## config.mk

```make
export PLATFORM = sky130hd
export DESIGN_NAME = bin_to_bcd_seq
export DESIGN_NICKNAME = d
export VERILOG_FILES = /design/src/rtl/bin_to_bcd_seq.sv
export SDC_FILE = /design/constraint.sdc
export NUM_CORES = 1
export LEC_CHECK = 0
export ABC_AREA = 1
export CAP_MARGIN = 0
export CORE_MARGIN = 2
export CORE_UTILIZATION = 51
export CTS_BUF_LIST = sky130_fd_sc_hd__clkbuf_4 sky130_fd_sc_hd__clkbuf_8
export DETAILED_ROUTE_END_ITERATION = 10
export MAX_ROUTING_LAYER = met4
export PLACE_DENSITY = 0.87
export SYNTH_ARGS = -nofsm -noshare
export SYNTH_HDL_FRONTEND = slang
export SYNTH_SLANG_ARGS = --single-unit
```

## constraint.sdc

```tcl
create_clock -name Clk -period 1.3 [get_ports Clk]
set_input_delay 0.195 -clock Clk [delete_from_list [all_inputs] [get_ports Clk]]
set_output_delay 0.195 -clock Clk [all_outputs]
set_load 0.01 [all_outputs]
```

## src/rtl/bin_to_bcd_seq.sv

```systemverilog
// Sequential binary-to-BCD converter (shift-and-add-3). Converts one value per
// Start/Done handshake and holds the saturated 4-digit result for the display.
module bin_to_bcd_seq #(
  parameter int BIN_W   = 14,
  parameter int MAX_VAL = 9999
) (
  input  logic             Clk,
  input  logic             Reset,
  input  logic             Start,
  input  logic [BIN_W-1:0] Binary,
  output logic             Busy,
  output logic             Done,
  output logic             Overflow,
  output logic [3:0]       BCD3,
  output logic [3:0]       BCD2,
  output logic [3:0]       BCD1,
  output logic [3:0]       BCD0
);

  localparam int SCR_W = 16 + BIN_W;
  localparam int CNT_W = $clog2(BIN_W);

  typedef enum logic [1:0] {IDLE, SHIFT, DONE} state_t;

  state_t             state, state_nxt;
  logic [SCR_W-1:0]   scratch, scratch_adj, scratch_shl;
  logic [CNT_W-1:0]   cnt;
  logic               ovf_pending;
  logic               in_ovf;
  logic               last_shift;
  logic [BIN_W-1:0]   sat;

  assign in_ovf     = 32'(Binary) > 32'(MAX_VAL);
  assign sat        = in_ovf ? BIN_W'(MAX_VAL) : Binary;
  assign last_shift = (cnt == CNT_W'(BIN_W - 1));

  // Add-3 is applied per digit independently; a digit >= 5 would exceed 9 after doubling.
  always_comb begin
    scratch_adj = scratch;
    for (int i = 0; i < 4; i++) begin
      if (scratch[BIN_W + 4*i +: 4] >= 4'd5)
        scratch_adj[BIN_W + 4*i +: 4] = scratch[BIN_W + 4*i +: 4] + 4'd3;
    end
    scratch_shl = {scratch_adj[SCR_W-2:0], 1'b0};
  end

  always_comb begin
    state_nxt = state;
    case (state)
      IDLE:    if (Start) state_nxt = SHIFT;
      SHIFT:   if (last_shift) state_nxt = DONE;
      DONE:    state_nxt = IDLE;
      default: state_nxt = IDLE;
    endcase
  end

  assign Busy = (state != IDLE);
  assign Done = (state == DONE);

  always_ff @(posedge Clk) begin
    if (!Reset) state <= IDLE;
    else        state <= state_nxt;
  end

  always_ff @(posedge Clk) begin
    if (!Reset) begin
      scratch     <= '0;
      cnt         <= '0;
      ovf_pending <= 1'b0;
      Overflow    <= 1'b0;
      BCD3        <= 4'd0;
      BCD2        <= 4'd0;
      BCD1        <= 4'd0;
      BCD0        <= 4'd0;
    end else begin
      case (state)
        IDLE: if (Start) begin
          scratch     <= {16'b0, sat};
          ovf_pending <= in_ovf;
          cnt         <= '0;
        end
        SHIFT: begin
          scratch <= scratch_shl;
          cnt     <= cnt + CNT_W'(1);
          // Outputs are taken from the post-shift value so they never expose partial digits.
          if (last_shift) begin
            BCD3     <= scratch_shl[SCR_W-1  -: 4];
            BCD2     <= scratch_shl[SCR_W-5  -: 4];
            BCD1     <= scratch_shl[SCR_W-9  -: 4];
            BCD0     <= scratch_shl[SCR_W-13 -: 4];
            Overflow <= ovf_pending;
          end
        end
        default: ;
      endcase
    end
  end

endmodule

```

== Word-level counts from Yosys, hierarchy flattened ==
Index checks and enable logic that the tools add are counted.

* Logic and storage cells: 43
* Output and inout port bits: 19
* Bits of input ports: 17
* Flip-flop bits (word level): 54

* Equal/unequal tests: 5
* Reductions and logical operators: 7
* $add $sub $neg: 5
* Multiplexer cells: 12
* Magnitude comparators: 5

{| class="wikitable"
|+ Operators with widths
! cell !! number
|-
| case mux 30 bit (2 select lines) || 1
|-
| 2-to-1 mux 30 bit || 1
|-
| greater-or-equal comparator 4 x 3 -> 1 bit (second input constant) || 4
|-
| 2-to-1 mux 4 bit || 4
|-
| > comparator 14 bit (second input constant) || 1
|-
| 2-to-1 mux 14 bit || 1
|-
| adder 4 x 2 -> 4 bit (second input constant) || 3
|-
| case mux 4 bit (2 select lines) || 1
|-
| AND reduction 2 bit || 4
|-
| adder 4 x 1 -> 4 bit (second input constant) || 1
|-
| == test 4 bit (second input constant) || 1
|-
| 2-to-1 mux 2 bit || 2
|-
| != test 2 bit (second input constant) || 2
|-
| case mux 2 bit (2 select lines) || 1
|-
| nonzero test 2 bit || 2
|-
| adder 3 x 2 -> 3 bit (second input constant) || 1
|-
| 2-to-1 mux 3 bit || 1
|-
| == test 2 x 1 -> 1 bit (second input constant) || 1
|-
| == test 2 bit (second input constant) || 1
|-
| logical NOT 2 bit || 1
|}

== Logic depth before layout (Yosys ltp) ==
* Word-level depth: 4
* Gate-level depth with buffers: 10
* Mapped depth without buffers: 9

== Worst setup path before layout ==
OpenSTA, ideal clock, no wires.

* Path kind: reg2reg
* Start point: register cnt[0]
* End point: register Overflow
* Period minus slack after synthesis: 1290 ps
* Setup slack: 10 ps
* Buffers on the path: 1
* Setup time: 116 ps
* Cell stages (with the launch flop): 8
* Arrival: 1174 ps
* Data required time: 1184 ps
* Path through: dfxtp_1 ha_1 nand3_1 nor2_4 inv_2 buf_2 nor2_1 nor2_1

* Cells in the longest elaborated chain, start to end: 2

{| class="wikitable"
|+ Ends and longest elaborated chain
! item !! RTL line !! source
|-
| from (decl) || 27 || <nowiki>logic [CNT_W-1:0] cnt;</nowiki>
|-
| from (signal assigned) || 84 || <nowiki>cnt <= cnt + CNT_W'(1);</nowiki>
|-
| == test 4 bit || 35 || <nowiki>assign last_shift = (cnt == CNT_W'(BIN_W - 1));</nowiki>
|-
| AND reduction 2 bit (no line) || -- ||
|-
| to (signal assigned) || 91 || <nowiki>Overflow <= ovf_pending;</nowiki>
|-
| to (decl) || 13 || <nowiki>output logic Overflow,</nowiki>
|}

No other way between the ends.
A chain may end at the register's enable or synchronous reset.

== Worst setup path after layout ==
* Start point: register scratch[22]
* End point: register scratch[25]

* Cells in the longest elaborated chain, start to end: 3
* Elaborated cells between the ends (all ways): 4
* Those cells by class: add/sub (1); order compare (1); mux (2)

{| class="wikitable"
|+ Ends and longest elaborated chain
! item !! RTL line !! source
|-
| from (decl) || 26 || <nowiki>logic [SCR_W-1:0] scratch, scratch_adj, scratch_shl;</nowiki>
|-
| from (signal assigned) || 78 || <nowiki>scratch <= {16'b0, sat};</nowiki>
|-
| from (signal assigned) || 83 || <nowiki>scratch <= scratch_shl;</nowiki>
|-
| adder 4 x 2 -> 4 bit / greater-or-equal comparator 4 x 3 -> 1 bit (equally long branches) || 42, 41 ||
|-
| 2-to-1 mux 4 bit * || 41 || <nowiki>if (scratch[BIN_W + 4*i +: 4] >= 4'd5)</nowiki>
|-
| case mux 30 bit (2 select lines) * || 76 || <nowiki>case (state)</nowiki>
|}

Mark *: on every way between the ends. The rest lies on a longest branch, timed or not.

==> results.sh <==
export IMPL_status="finished with violations"
export IMPL_violations="negative setup slack"
export IMPL_maxCapViolCount=0
export IMPL_start_util=0.539
export IMPL_synthArstFlopShare=0
export IMPL_synthDistinctLibCells=27
export IMPL_wl_per_cell_um=14.8
export IMPL_cp_end_kind="flip-flop"
export IMPL_dr_pass1_iters=5
export IMPL_fmax_mhz=755
export IMPL_r2r_start="scratch[22]$_SDFFE_PN0P_"
export IMPL_clock_path_buffers=2
export IMPL_drt_iter0_drc=316
export IMPL_nNetsFinal=464
export IMPL_clk_pin_slew_ns=0.10
export IMPL_rsz0062_at_grt="yes"
export IMPL_htree_levels=2
export IMPL_synth_seq_cells=54
export IMPL_dr_total_vias=2743
export IMPL_r2r_end="scratch[25]$_SDFFE_PN0P_"
export IMPL_crit_arrival_ns=1.58
export IMPL_maxSlewHeadroom=0.777
export IMPL_hold_path_startpoint="scratch[8]$_SDFFE_PN0P_"
export IMPL_io_pins=36
export IMPL_portBuffers=35
export IMPL_p_leak_nw=1.65
export IMPL_dominantRegCellSynth="dfxtp_1"
export IMPL_antenna_found_initial=0
export IMPL_vdd_drop_max_mv=0.605
export IMPL_worst_ep_required_time_ns=1.55
export IMPL_ff2ff_setup_slack_ns=-0.02
export IMPL_area_delta_synth_final_pct=40.5
export IMPL_dpl_instance_area_um2=3260
export IMPL_netlist_area_um2=2580
export IMPL_grt_util_all_layers=0.264
export IMPL_insertion_delay_ns=0.32
export IMPL_drt_wl_total_um=7490
export IMPL_diodes=0
export IMPL_synth_edf_count=0
export IMPL_die_x_um=75.1
export IMPL_synthTopCellsByCount="nand2_1 (95), dfxtp_1 (54), nand3_1 (41), nor2_1 (38), inv_1 (34)"
export IMPL_p_seq_frac=0.481
export IMPL_synth_top_area_share=0.419
export IMPL_fin_crit_ns=1.32
export IMPL_fin_skew_ns=0.00939
export IMPL_num_rows=25
export IMPL_cts_buffers=5
export IMPL_hold_violations=0
export IMPL_yosys_top_cells_area="dfxtp_1 (42%), nand2_1 (14%), nand3_1 (8.0%)"
export IMPL_cts_root_buffer="clkbuf_8"
export IMPL_cp_max_fo=4
export IMPL_cts_tree="yes"
export IMPL_setup_ws_ns=-0.0243
export IMPL_power_switching_share=0.240
export IMPL_grt_ovfl_total=0
export IMPL_syn_nets=394
export IMPL_ys_seq_area_frac=0.419
export IMPL_grt_pass1_wl_um=11000
export IMPL_final_area_um2=3630
export IMPL_hpwl_um=4600
export IMPL_hp_class="flip-flop to flip-flop"
export IMPL_synth_warnings=0
export IMPL_viasPerCell=5.43
export IMPL_first_global_vias=2424
export IMPL_comb_power_share=0.132
export IMPL_worstMarginPinSlew_ns=0.331
export IMPL_die_y_um=75.1
export IMPL_setup_viol=3
export IMPL_p_int_mw=2.73
export IMPL_fin_crit_sh=1.02
export IMPL_ant_nets=0
export IMPL_remaining_drc_errors=0
export IMPL_core_area_um2=4790
export IMPL_crit_type="flip-flop to flip-flop"
export IMPL_post_place_ws_ns=-0.153
export IMPL_report_final_slew_viol_count=0
export IMPL_r2r_cells=8
export IMPL_hold_path_depth=2
export IMPL_hold_buffers=0
export IMPL_p_sw_mw=0.863
export IMPL_drive_gt1_frac=0.276
export IMPL_synth_largest_area_cell="dfxtp_1"
export IMPL_power_density_nw_per_um2=992
export IMPL_yosysMostFrequentCell="nand2_1"
export IMPL_avgSynthCellArea_um2=7.03
export IMPL_fp_dieArea_um2=5640
export IMPL_syn_inst=367
export IMPL_clock_sinks=54
export IMPL_pwr_share_clk=0.387
export IMPL_holdPathEnd="scratch[8]$_SDFFE_PN0P_"
export IMPL_cp_start_kind="flip-flop"
export IMPL_place_congestion=0.839
export IMPL_grt_max_degree=22
## worst max-delay path, stage by stage, from the launching register on
cell and delay, ns:
dfxtp_4 0.37, inv_2 0.06, ha_2 0.19, inv_1 0.06, nand2_2 0.08, o21ai_1 0.11
o22ai_1 0.20, inv_1 0.09, nor2_1 0.12
## cell usage in the layout (no fill, tap or decap), drive strengths merged
cell type	count
nand4	1
xor2	3
o21ai	20
inv	40
ha	10
dlygate4sd2	17
clkdlybuf4s50	16
clkinvlp	1
bufinv	2
nor2	40
nand3	42
a21boi	4
o22ai	4
dfxtp	54
nand3b	4
or2	1
a21oi	31
clkbuf	6
clkdlybuf4s15	2
buf	41
nand2	97
o211ai	2
## sequential cells by signal, indices dropped and copies added (netlist names)
| signal | cells |
|---|---|
| BCD2 | 4 |
| BCD3 | 4 |
| Overflow | 1 |
| BCD1 | 4 |
| scratch | 30 |
| cnt | 4 |
| state | 2 |
| ovf_pending | 1 |
| BCD0 | 4 |
## power groups by stage
stage / sequential, mW / combinational [mW] / clock (mW)
after detailed placement: 1.77 / 0.436 / 0
after floorplan: 1.76 / 0.236 / 0
final: 1.73 / 0.476 / 1.39
after CTS: 1.73 / 0.443 / 1.39
after global routing: 1.73 / 0.514 / 1.46
after global placement: 1.76 / 0.424 / 0
## cells by family after synthesis
| group | count (synthesis) | share of synthesized area |
|---|---|---|
| XOR/XNOR | 3 | 0.0102 |
| AO/OA/AOI/OAI | 61 | 0.126 |
| adder cells (fa/ha/maj) | 10 | 0.0485 |
| buffers and inverters | 54 | 0.0873 |
| flip-flops | 54 | 0.419 |
| AND/OR/NAND/NOR | 185 | 0.309 |
## layer usage
metal / wire length, um / up-vias / track usage
li1: - / 1320 / -
met1: 3040 / 1299 / 0.326
met2: 3860 / 106 / 0.445
met3: 410 / 18 / 0.0402
met4: 180 / 0 / 0.0754
met5: 0 / - / -
## layout make-up
type | instances | area, um2
clock buffers | 6 | 82.6
clock inverters | 2 | 60.1
fillers | 323 | 1160
inverters | 40 | 160
multi-input cells | 259 | 1450
flip-flops and latches | 54 | 1100
well taps | 67 | 83.8
repair buffers | 76 | 682
repair inverters | 1 | 7.51
## repair_timing
action	in CTS	in global routing
resized for setup	36	66
cloned	1	0
setup buffers	2	2
pin swaps	4	14
endpoints found under the setup margin	43	45
## metrics by stage
step	power (mW)	hold WS, ns	TNS [ns]	utilization	std cells
after CTS	3.56	0.469	-0.0000780	0.719	503
after floorplan	2.00	0.333	0	-	367
final	3.60	0.477	-0.0288	0.758	505
after global routing	3.71	0.485	-0.983	0.758	505
after detailed placement	2.20	0.461	-2.60	0.681	492
after global placement	2.19	0.450	-1.55	0.681	492
## worst max-delay path by stage
stage                              from                  endpoint  slack, ns  depth (start not counted)
6_report       scratch[22]$_SDFFE_PN0P_  scratch[25]$_SDFFE_PN0P_      -0.02                          8
5_1_grt        scratch[22]$_SDFFE_PN0P_  scratch[25]$_SDFFE_PN0P_      -0.09                          8
4_1_cts             cnt[1]$_SDFFE_PN0P_      BCD1[3]$_SDFFE_PN0P_   -0.00008                          7
3_5_place_dp                  Binary[5]   scratch[5]$_SDFFE_PN0P_      -0.15                          9
3_3_place_gp                  Binary[4]   scratch[0]$_SDFFE_PN0P_      -0.10                         10
2_1_floorplan       cnt[0]$_SDFFE_PN0P_     Overflow$_SDFFE_PN0P_       0.01                          7
Note: power is estimated with default switching activity, not from simulation.
